===== src/rtl/mu0_seq_alu.sv =====
// mu0_seq_alu: registered MU0 ALU with Start/Busy/Done handshake.
// Single-cycle ops finish one clock after Start. Multiply (M=111) runs as
// WIDTH shift-add iterations followed by a one-cycle DONE state.
module mu0_seq_alu #(
   parameter int WIDTH = 16
) (
   input  logic             i_clk,
   input  logic             i_reset,
   input  logic             i_start,
   input  logic [2:0]       i_m,
   input  logic [WIDTH-1:0] i_x,
   input  logic [WIDTH-1:0] i_y,
   output logic             o_busy,
   output logic             o_done,
   output logic [WIDTH-1:0] o_q,
   output logic             o_z,
   output logic             o_n,
   output logic             o_c
);

   localparam int CW = $clog2(WIDTH + 1);

   typedef enum logic [1:0] {S_IDLE, S_MUL, S_DONE} state_t;

   state_t             r_state, w_next;
   logic [2*WIDTH-1:0] r_mcand, r_acc;
   logic [WIDTH-1:0]   r_mplier;
   logic [CW-1:0]      r_cnt;
   logic [WIDTH-1:0]   r_q;
   logic               r_z, r_n, r_c, r_done;

   logic               w_busy, w_accept_op, w_accept_mul, w_last;
   logic [WIDTH:0]     w_sum;
   logic [WIDTH-1:0]   w_res;
   logic               w_cout;

   // State register; reset aborts any multiply in flight.
   always_ff @(posedge i_clk) begin
      if (i_reset) r_state <= S_IDLE;
      else         r_state <= w_next;
   end

   // Next state: only IDLE accepts Start, DONE always returns to IDLE.
   always_comb begin
      w_next = r_state;
      case (r_state)
         S_IDLE:  if (w_accept_mul) w_next = S_MUL;
         S_MUL:   if (w_last)       w_next = S_DONE;
         S_DONE:                    w_next = S_IDLE;
         default:                   w_next = S_IDLE;
      endcase
   end

   // State-decoded controls; Start is ignored outside IDLE.
   always_comb begin
      w_busy       = (r_state == S_MUL);
      w_accept_op  = (r_state == S_IDLE) && i_start && (i_m != 3'b111);
      w_accept_mul = (r_state == S_IDLE) && i_start && (i_m == 3'b111);
      w_last       = (r_state == S_MUL) && (r_cnt == CW'(WIDTH - 1));
   end

   // Single-cycle result and carry; subtract is X + ~Y + 1 so C=1 means no borrow.
   always_comb begin
      w_sum  = '0;
      w_res  = '0;
      w_cout = 1'b0;
      case (i_m)
         3'b000: w_res = i_y;
         3'b001: begin
            w_sum  = {1'b0, i_x} + {1'b0, i_y};
            w_res  = w_sum[WIDTH-1:0];
            w_cout = w_sum[WIDTH];
         end
         3'b010: begin
            w_sum  = {1'b0, i_x} + {{WIDTH{1'b0}}, 1'b1};
            w_res  = w_sum[WIDTH-1:0];
            w_cout = w_sum[WIDTH];
         end
         3'b011: begin
            w_sum  = {1'b0, i_x} + {1'b0, ~i_y} + {{WIDTH{1'b0}}, 1'b1};
            w_res  = w_sum[WIDTH-1:0];
            w_cout = w_sum[WIDTH];
         end
         3'b100: w_res = i_x & i_y;
         3'b101: w_res = i_x | i_y;
         3'b110: w_res = i_x ^ i_y;
         default: w_res = '0;
      endcase
   end

   // Shift-add multiplier: operands latched once at Start, then one bit per clock.
   always_ff @(posedge i_clk) begin
      if (i_reset) begin
         r_mcand  <= '0;
         r_mplier <= '0;
         r_acc    <= '0;
         r_cnt    <= '0;
      end else if (w_accept_mul) begin
         r_mcand  <= {{WIDTH{1'b0}}, i_x};
         r_mplier <= i_y;
         r_acc    <= '0;
         r_cnt    <= '0;
      end else if (w_busy) begin
         if (r_mplier[0]) r_acc <= r_acc + r_mcand;
         r_mcand  <= r_mcand << 1;
         r_mplier <= r_mplier >> 1;
         r_cnt    <= r_cnt + 1'b1;
      end
   end

   // Result/flag registers; Done pulses exactly when Q and flags change.
   always_ff @(posedge i_clk) begin
      if (i_reset) begin
         r_q    <= '0;
         r_z    <= 1'b1;
         r_n    <= 1'b0;
         r_c    <= 1'b0;
         r_done <= 1'b0;
      end else begin
         r_done <= 1'b0;
         if (w_accept_op) begin
            r_q    <= w_res;
            r_z    <= (w_res == '0);
            r_n    <= w_res[WIDTH-1];
            r_c    <= w_cout;
            r_done <= 1'b1;
         end else if (r_state == S_DONE) begin
            r_q    <= r_acc[WIDTH-1:0];
            r_z    <= (r_acc[WIDTH-1:0] == '0);
            r_n    <= r_acc[WIDTH-1];
            r_c    <= |r_acc[2*WIDTH-1:WIDTH];
            r_done <= 1'b1;
         end
      end
   end

   assign o_busy = w_busy;
   assign o_done = r_done;
   assign o_q    = r_q;
   assign o_z    = r_z;
   assign o_n    = r_n;
   assign o_c    = r_c;

endmodule


===== config.mk =====
export PLATFORM = sky130hd
export DESIGN_NAME = mu0_seq_alu
export DESIGN_NICKNAME = d
export VERILOG_FILES = /design/src/rtl/mu0_seq_alu.sv
export SDC_FILE = /design/constraint.sdc
export NUM_CORES = 1
export LEC_CHECK = 0
export ABC_AREA = 1
export CAP_MARGIN = 10
export CORE_UTILIZATION = 52
export DETAILED_ROUTE_END_ITERATION = 12
export DONT_BUFFER_PORTS = 1
export GPL_TIMING_DRIVEN = 0
export PLACE_DENSITY = 0.74
export SLEW_MARGIN = 40
export SYNTH_ARGS = -nofsm -noshare
export SYNTH_HDL_FRONTEND = slang
export SYNTH_SLANG_ARGS = --single-unit

===== constraint.sdc =====
create_clock -name i_clk -period 3 [get_ports i_clk]
set_input_delay 0.6 -clock i_clk [delete_from_list [all_inputs] [get_ports i_clk]]
set_output_delay 0.6 -clock i_clk [all_outputs]
set_load 0.03 [all_outputs]

==> impl_metrics.ini <==
[floorplanning]
die_y_um = 136.8
row_count = 48
die-area_mm2 = 0.01871
core_mm2 = 0.01754
fp.dieW_um = 136.8
start_util_pct = 53.86
num_io_pins = 59

[run_status]
outcome = complete, no violations

[final_layout]
diodes = 0
seqCellArea_mm2 = 0.002122
syn_to_final_growth_pct = 6.094
drive_gt1_share_pct = 4.880
multi_input_area_mm2 = 0.006285
nNetsFinal = 1699
nFillCells = 1778

[cts]
clk_pin_slew_worst_paths_ps = 70
numCtsBuffers = 9
clock_path_buffers = 2
root_buffer = clkbuf_16
htree_levels = 3
hold_buffers = 0
numClockSinks = 106
tritoncts = built
clock_latency_ps = 360

[setup_path]
worstRegToRegCells = 17
path_common_cell = nand2_1
reg2reg_setup_slack_ps = 230
crit_slowest_cell = fa_1
worstReg2RegEnd = r_acc[28]
critPathCaptureType = flop
r2r-start = r_mcand[0]
path_class = in2reg
worstSetupStartpointType = input port
cp.arrival_ps = 3100
crit_required_ps = 3300
cp_max_fo = 6
path_cells = inv_1 -> ha_1 -> inv_1 -> fa_1 -> nand3_1 -> nand3_1 -> nand2_1 -> nand3_1 -> nand2_1 -> nor2_1 -> nor2_1 -> nand2_1 -> nor2_1 -> nand3_1 -> nand2_1 -> nand2_1 -> nand2_1
slowest_delay_ps = 440

[placed_design]
place_hpwl_mm = 26.39
place_ws_ps = 5.211
port_buffers = 0
globalplace.congestion = 0.9747

[timing]
slew_headroom_pct = 49.54
worst_slack_ps = 202.7
hold_viol_final = 0
finalSetupTns_ps = 0
finalCriticalPeriod_ps = 2797
period_share_pct = 93.24
fmax_mhz = 357.5
rsz0062_at_grt = false
skew_ps = 9.932
tightestPinTransition_ps = 754.1
maxSlewViolCount = 0
setup_viol = 0

[global_routing]
gr-total-overflow = 0
grt_antenna_before_repair = 0
grt_pass1_vias = 9176
grt.total_usage_pct = 35.61
grt_pass1_wl_mm = 50.47
grt_max_degree = 20

[yosys]
synthMuxAreaShare_pct = 0
synth_warnings = 0
synthXorXnorAreaFrac_pct = 1.484
yosys-top-cells-area = dfxtp_1 22%, nand2_1 18%, ha_1 11%, inv_1 8.2%, nor2_1 6.4%
synth_top_family_by_area = simple AND/OR/NAND/NOR gates
synth-simple-area-share_pct = 35.16
synth_seq_area_share_pct = 22.47
synth_cell_types = 42
synth_cells = 1562
syn_nets = 1688
synth_compound_area_share_pct = 17.96
ys_ff_latch = 106
synth_top_area_share_pct = 22.47
netlist_area_mm2 = 0.009445
syn_avg_cell_area_um2 = 6.047
yosys.area_share.adder_pct = 11.90
yosys.area.top_type = dfxtp_1

[hold_path]
holdPathEnd = r_mcand[0]
min_from = i_x[0]
hold_class = in2reg
hold_depth = 2

[detailed_routing]
firstDrtPassIters = 9
drt_wl_total_mm = 32.51
dr.first_iter.drc_count = 1135
drcViolationCount = 0
vias_per_cell = 5.799
wl_per_cell_um = 18.03
antenna_left = 0
vias = 10455

[pwr]
p_leak_uw = 0.004794
irDropWorstVdd_mv = 0.3006
power.density_mw_per_mm2 = 343.1

[job]
maxCapViolations = 0
registers in the layout (all words and copies together) (netlist names):
name and cells:
o_done 1, r_acc 32, r_cnt 5, r_mcand 32, o_z 1, r_state 2
o_q 16, r_mplier 16, o_c 1
cells in the final DEF, fill, tap and decap left out, types with 4 or more instances in the layout:
cell,count
o211ai_1,13
a21oi_1,107
buf_4,4
nor3_1,21
inv_2,10
a221oi_1,5
o21a_1,9
or2_2,9
a31oi_1,38
a21o_1,7
xnor2_1,6
dfxtp_1,106
nand4_1,20
o22ai_1,10
nand3_1,102
clkbuf_1,21
clkbuf_16,9
nand3_2,5
o21ai_0,62
o21ai_1,4
nand2_1,455
nor2_1,162
nor4_1,11
xor2_1,10
o21bai_1,18
inv_1,207
ha_1,85
buf_2,22
nand3b_1,6
metrics by stage:
step	cells	power (uW)	hold slack, ps	utilization, %	area (um^2)
final	1803	3439	399.1	57.14	10020
after global routing	1803	3599	396.4	57.14	10020
after CTS	1803	3420	389.7	57.12	10020
after detailed placement	1787	2273	463.2	55.47	9728
after global placement	1787	2262	450.3	55.47	9727
after floorplan	1562	2068	441.0	-	9445
metal layers:
layer,track usage (%),routed length (um),share of wire [%]
met4,7.143,552,1.7
met5,0,0,0
met1,52.96,14760,45
met2,47.88,12320,38
met3,13.26,4884,15
kinds of logic after synthesis:
kind of cell,after synthesis
adder cells (fa/ha/maj),88
flip-flops,106
AO/OA/AOI/OAI,288
buffers and inverters,266
XOR/XNOR,16
AND/OR/NAND/NOR,798
report_power, final:
part           switching, uW  total, uW  internal [uW]
registers               66.1       1500           1440
clock network            588       1170            580
logic                    538        766            228
how the worst max path moves through the flow:
stage | from | slack [ps] | cells past startpoint | endpoint
floorplan | i_x[0] | 630 | 14 | o_z
global placement | i_x[0] | 20 | 17 | o_z
detailed placement | i_y[8] | 5 | 16 | o_z
CTS | r_mcand[0] | 110 | 17 | r_acc[28]
global route | i_x[0] | 40 | 17 | o_z
finish | i_x[0] | 200 | 17 | o_z
Yosys cell counts:
cell type and instances:
nand2_1 455, inv_1 207, nor2_1 162, a21oi_1 107
dfxtp_1 106, nand3_1 102, ha_1 85, o21ai_0 63
a31oi_1 38, buf_2 22, clkbuf_1 22, nor3_1 21
nand4_1 20, o21bai_1 19, o211ai_1 13, nor4_1 11
inv_2 10, o22ai_1 10, xor2_1 10, o21a_1 9
or2_2 9, a21o_1 7, nand3b_1 6, xnor2_1 6
a221oi_1 5, nand3_2 5, buf_4 4, fa_1 3
o21ai_1 3, o221ai_1 3, a211oi_1 2, a21boi_0 2
a31o_2 2, and2_1 2, nand2_2 2, nor2_2 2
o2111ai_1 2, clkbuf_2 1, o21ai_2 1, o21bai_4 1
o31ai_1 1, or2_0 1
area by class of cell:
class,instances,area share [%]
multi-input combinational,1190,62.72
clock inverter,7,0.6368
buffer,49,2.285
clock buffer,9,2.247
sequential,106,21.18
tap,225,2.809
inverter,217,8.128
repair_timing:
item | CTS | global route
resized for setup | 0 | 2
endpoints found under the hold margin | 0 | 0
endpoints found under the setup margin | 0 | 1
buffers inserted | 0 | 0
worst max-delay path: cells and delay by family:
family	cells	cell delay, ps
and+or+nand+nor	13	1610
adders and majority gates	2	660
buffers and inverters	2	230
Note: power is estimated with default switching activity, not from simulation.
